## config.mk

```make
export PLATFORM = sky130hd
export DESIGN_NAME = md5_search_ctrl
export DESIGN_NICKNAME = d
export VERILOG_FILES = /design/src/rtl/md5_search_ctrl.sv
export SDC_FILE = /design/constraint.sdc
export NUM_CORES = 2
export LEC_CHECK = 0
export ABC_AREA = 1
export BUFFER_PORTS_ARGS = -buffer_cell sky130_fd_sc_hd__buf_4
export CAP_MARGIN = 20
export CORE_AREA = 2 2 368 370
export CTS_CLUSTER_DIAMETER = 120
export DETAILED_ROUTE_END_ITERATION = 10
export DIE_AREA = 0 0 370 372
export MAX_ROUTING_LAYER = met4
export PLACE_DENSITY = 0.5
export RECOVER_POWER = 25
export SYNTH_ARGS = -nofsm -noshare
export SYNTH_HDL_FRONTEND = slang
export SYNTH_SLANG_ARGS = --single-unit
```

## constraint.sdc

```tcl
create_clock -name clk -period 18.76 [get_ports clk]
set_input_delay 0.938 -clock clk [delete_from_list [all_inputs] [get_ports clk]]
set_output_delay 0.938 -clock clk [all_outputs]
set_load 0.02 [all_outputs]
```

## src/rtl/md5_search_ctrl.sv

```systemverilog
// md5_search_ctrl: feeds candidate messages into an md5core pipeline, tracks
// outstanding work, compares returned digests against a target and reports
// the first matching message. Run control: IDLE -> RUN -> DRAIN -> DONE.
module md5_search_ctrl #(
   parameter int MAX_INFLIGHT  = 255,
   parameter int STOP_ON_MATCH = 1
) (
   input  logic         clk,
   input  logic         reset,
   input  logic         start,
   input  logic         stop,
   input  logic [127:0] target_hash,
   input  logic [151:0] msg_in,
   input  logic         msg_valid,
   output logic         msg_ready,
   output logic         core_en,
   output logic [151:0] core_m_in,
   output logic         core_valid_in,
   input  logic [31:0]  core_a,
   input  logic [31:0]  core_b,
   input  logic [31:0]  core_c,
   input  logic [31:0]  core_d,
   input  logic [151:0] core_m_out,
   input  logic         core_valid_out,
   output logic         busy,
   output logic         done,
   output logic         match,
   output logic         err,
   output logic [151:0] match_mesg,
   output logic [31:0]  issue_count,
   output logic [31:0]  hit_count,
   output logic [7:0]   inflight
);

   typedef enum logic [1:0] {IDLE, RUN, DRAIN, DONE} state_t;

   localparam logic [7:0] MAX_I = 8'(MAX_INFLIGHT);

   state_t         state;
   logic [127:0]   target;
   logic           cmp_vld;
   logic           cmp_hit;
   logic [151:0]   cmp_mesg;

   logic active, start_acc, xfer, retire, spurious, hit;

   assign active    = (state == RUN) || (state == DRAIN);
   assign start_acc = start && ((state == IDLE) || (state == DONE));
   assign msg_ready = (state == RUN) && !stop && (inflight < MAX_I);
   assign xfer      = msg_valid && msg_ready;
   // Results are only meaningful while a run is active; anything arriving in
   // IDLE/DONE (e.g. leftovers from a reset-abandoned run) is dropped.
   assign retire    = active && core_valid_out && (inflight != 8'd0);
   assign spurious  = active && core_valid_out && (inflight == 8'd0);
   assign hit       = cmp_vld && cmp_hit;

   // Run-control FSM; busy/done/core_en are registered alongside the state.
   always_ff @(posedge clk or posedge reset) begin
      if (reset) begin
         state   <= IDLE;
         busy    <= 1'b0;
         done    <= 1'b0;
         core_en <= 1'b0;
      end else begin
         case (state)
            IDLE, DONE: begin
               if (start) begin
                  state   <= RUN;
                  busy    <= 1'b1;
                  done    <= 1'b0;
                  core_en <= 1'b1;
               end
            end
            RUN: begin
               if (stop || ((STOP_ON_MATCH != 0) && hit && !match))
                  state <= DRAIN;
            end
            DRAIN: begin
               // Wait for every issued message to retire and be compared.
               if ((inflight == 8'd0) && !cmp_vld) begin
                  state   <= DONE;
                  busy    <= 1'b0;
                  done    <= 1'b1;
                  core_en <= 1'b0;
               end
            end
            default: state <= IDLE;
         endcase
      end
   end

   // Issue register toward md5core; data is zeroed when nothing transfers.
   always_ff @(posedge clk or posedge reset) begin
      if (reset) begin
         core_valid_in <= 1'b0;
         core_m_in     <= '0;
      end else begin
         core_valid_in <= xfer;
         core_m_in     <= xfer ? msg_in : '0;
      end
   end

   // Bookkeeping: counters, outstanding count, compare stage and match capture.
   always_ff @(posedge clk or posedge reset) begin
      if (reset) begin
         target      <= '0;
         issue_count <= '0;
         hit_count   <= '0;
         inflight    <= '0;
         err         <= 1'b0;
         match       <= 1'b0;
         match_mesg  <= '0;
         cmp_vld     <= 1'b0;
         cmp_hit     <= 1'b0;
         cmp_mesg    <= '0;
      end else if (start_acc) begin
         target      <= target_hash;
         issue_count <= '0;
         hit_count   <= '0;
         inflight    <= '0;
         err         <= 1'b0;
         match       <= 1'b0;
         match_mesg  <= '0;
         cmp_vld     <= 1'b0;
      end else begin
         if (xfer)
            issue_count <= issue_count + 32'd1;
         case ({xfer, retire})
            2'b10:   inflight <= inflight + 8'd1;
            2'b01:   inflight <= inflight - 8'd1;
            default: inflight <= inflight;
         endcase
         if (spurious)
            err <= 1'b1;
         // Compare is registered: the digest is checked here and the hit is
         // counted one edge later, which is what "compare pending" refers to.
         cmp_vld  <= retire;
         cmp_hit  <= ({core_a, core_b, core_c, core_d} == target);
         cmp_mesg <= core_m_out;
         if (hit) begin
            hit_count <= hit_count + 32'd1;
            if (!match) begin
               match      <= 1'b1;
               match_mesg <= cmp_mesg;
            end
         end
      end
   end

endmodule

```

==> results.txt <==
The run finished, with violations left. The checks that failed: max-capacitance violations, max-slew violations. In this run, CTS created clock tree buffers numbering 81.

Across the routed clock network, the largest skew measured is 46.9 ps. The number of flops mapped to enable cells by yosys was 0. The floorplan step set the die height to 372 microns. Dividing the detail-routed via count by the number of cells gives 4.11. The logs give 5 for the max capacitance violation total and 0 ps for the final-layout setup total negative slack.

In this run the worst hold path is classified as in -> async. The fraction of the core area covered by cells at the end of the flow was 0.289. Among all flip-flop cells after synthesis, the most frequent one is dfrtp_1. The run gives 0.855 as the routability-driven placement congestion ratio.

In this run the deepest clock path goes through 3 buffers. Of all nets on the critical path, the largest fanout is 157. The transition at the pin with the smallest max-transition slack is 3200 ps, and the number of endpoints with negative hold slack in the final report is 0.

The net switching fraction of the power was 0.355. The proportion of netlist area held by the largest area contributor is 0.597, and the global route total overflow is 0. The adder-cell share of the synthesized area came out at 0.00359.

By area the synthesized netlist is led by dfrtp_1 60%, nand2_1 9.4%, inv_1 6.3%. Entering global routing, the biggest net connects 158 pins. Gates resized during post-CTS repair numbered 0.

The number of max-slew violations in the final report was 286. Averaged over all synthesized cells, the footprint is 8.92 sq um. The post-synthesis cell type with the largest combined area is dfrtp_1. The clock share of power was 0.334.

Summed over all layers, the routed wires come to 104000 microns. Internal power: 3110 uW. The tools report the DRC marker count from the first detailed-route iteration as 1515. The share of the synthesized netlist area taken by xor and xnor gates came out at 0.0189. The most prevalent standard cell on the critical path is clkbuf_1.

The final period utilization came out at 0.338. The analysis attributes to net switching a power of 1710 uW. The Yosys step of the flow raised 0 warnings. The highest ir drop seen on vdd is 81.6 uV, and the part of the power in combinational logic is 0.264. Setup-violating endpoint count in the final report: 0. For this run, design rule violations remaining after detail routing come to 0.

The simple-gate share of the synthesized area is 0.181, and the half-perimeter wire length after detailed placement is 77600 microns. The run gives 0 as the remaining antenna violation count. By count the netlist is led by 698 x nand2_1, 665 x dfrtp_1, 466 x inv_1.

TritonCTS built the clock tree. Count of mapped cells out of synthesis: 3123. The library cell contributing the largest single delay on the critical path is clkbuf_1. After clock tree synthesis, the clock-pin slew on the worst setup and hold paths is 60 ps. The worst setup path is of the in -> async kind.

The share of power burned in registers is 0.402. The worst setup path is launched from an input port. For the layout net count, the log shows 4603. The mux contribution to synthesized area is 0. The core region is 134000 sq um. Synthesis instantiated 48 different standard cells from the library. The share of layout cells above drive strength 1 works out to 0.227. Walking the worst path, the cells encountered are clkbuf_4 -> clkinvlp_2 -> clkbuf_1 -> clkbuf_1 -> buf_4 -> buf_12. The cell count after placement was 5726; the worst-case headroom to the max-slew limit was -1.14.

The overall fraction of global-route tracks in use came out at 0.149. The library cell with the highest instance count after synthesis was nand2_1. The detail-routed net length per standard cell works out to 17.7 microns.

The number of post-CTS setup repair buffers is 0. The cts-stage hold buffer count came out at 0. The area growth from synthesis to layout is 39.3%.

The number of I/O port buffers came out at 948. For this run, the top clock speed supported by timing is 158 MHz. The worst stage delay on the critical path was 2360 ps; the flip-flop and latch count after synthesis was 665.

The worst setup path is captured at an async pin. The total number of vias came out at 24100. In this run the cell area of the synthesized design comes to 27900 sq um.

Data on the critical path arrives at its endpoint at 6980 ps. The total design power was 4810 uW; the via count of the first global-routing pass was 24100. Compound-cell area share of the yosys netlist: 0.115. The fraction of synthesis flops using an asynchronous set or reset pin came out at 1.00.

Total leakage power: 0.0200 uW. In this run the count of I/O pins placed on the die edge is 949. Once layout is complete, the cells apart from fillers number 5880. Setup repair after global routing left no endpoint under its margin. In this run the power density over the cells is 124 nW/um^2. The starting utilization of the core area is 0.208.

At the later pin of the worst-skew pair, clock insertion delay measures 690 ps. Hold timing on the final database bottoms out at a slack of 147 ps. The first global-routing pass estimated 152000 microns of wire.

After synthesis, the largest family of logic cells by area is simple AND/OR/NAND/NOR gates. The proportion of synthesized chip area in sequential cells came out at 0.597. The routed design could run at a clock period as short as 6340 ps. For the clock net sink count, the log shows 665. The number of nets handed over by synthesis was 3697.

For the initial antenna violation count, the log shows 10. STA puts the critical path data required time at 19410 ps. The die covers 138000 sq um. The floorplan step set the die width to 370 microns. The floorplan has 135 rows. The clock tree synthesis step divided the H-tree into 3 levels. For this run, the detailed router's first-pass iteration total came to 7.

Clock tree synthesis selected as its root buffer the cell clkbuf_16.
path summary, 6_finish.rpt:
kind                          from              end  slack, ps  cells past startpoint
min in group clk  target_hash[112]      target[112]        440                      3
hold reg to reg            cmp_hit          cmp_hit        480                      2
max in group clk          state[0]  issue_count[30]      13050                      8
hold / removal               reset    cmp_mesg[128]        150                      2
setup reg to reg          state[0]  issue_count[30]      13050                      8
setup / recovery             reset       target[40]      12420                      6
cell usage in the layout (no fill, tap or decap), drive strengths merged, types with 3 or more instances in the layout:
master,n
buf,762
nand2,703
dfrtp,665
inv,473
clkbuf,328
o21ai,319
nor2,248
nand3,136
a21oi,99
o31ai,91
xor2,56
nor3,48
nand4,31
o22ai,26
nor4,20
clkinv,17
diode,10
o2111ai,10
ha,8
or2,7
a31oi,6
xnor2,4
bufinv,4
a22o,3
and2,3
state kept, by name (all words and copies together) (netlist names), 2 cells and up:
| name | count |
|---|---|
| match_mesg | 152 |
| cmp_mesg | 152 |
| target | 128 |
| issue_count | 32 |
| hit_count | 32 |
| inflight | 8 |
| core_m_in | 152 |
| state | 2 |
layout make-up:
type | count | area, sq um
clock buffer | 117 | 2370
timing repair buffer | 973 | 6540
tap | 1781 | 2230
fill | 14500 | 95500
sequential | 665 | 16600
multi-input combinational | 1838 | 8860
clock inverter | 26 | 373
antenna | 10 | 25.0
inverter | 470 | 1780
critical path: cells and delay by family:
kind | cells | cell delay, ps
buf+inv | 6 | 5660
power groups by stage:
stage	clock network [uW]	logic [uW]	registers [uW]
6_report	1610	1270	1930
5_1_grt	1720	1460	1970
4_1_cts	1670	1320	1940
3_5_place_dp	0	1310	1960
3_3_place_gp	0	1300	1950
2_1_floorplan	0	815	1960
cell families after synthesis:
family,after synthesis
xor+xnor,60
fa+ha+maj,8
flops,665
simple gates,1203
buf+inv,620
compound gates,567
layer usage:
layer  share of wire  global-route usage
met1            0.42               0.179
met2            0.48               0.242
met3           0.068              0.0354
met4           0.031              0.0582
met5               0                   -
per-stage QoR:
stage / cell area (sq um) / worst slack, ps
after global routing: 38800 / 11370
after floorplan: 27900 / 8730
after CTS: 39600 / 14260
final: 38800 / 12420
after detailed placement: 36900 / 14000
after global placement: 36900 / 13970
(Power assumes the default switching activity.)
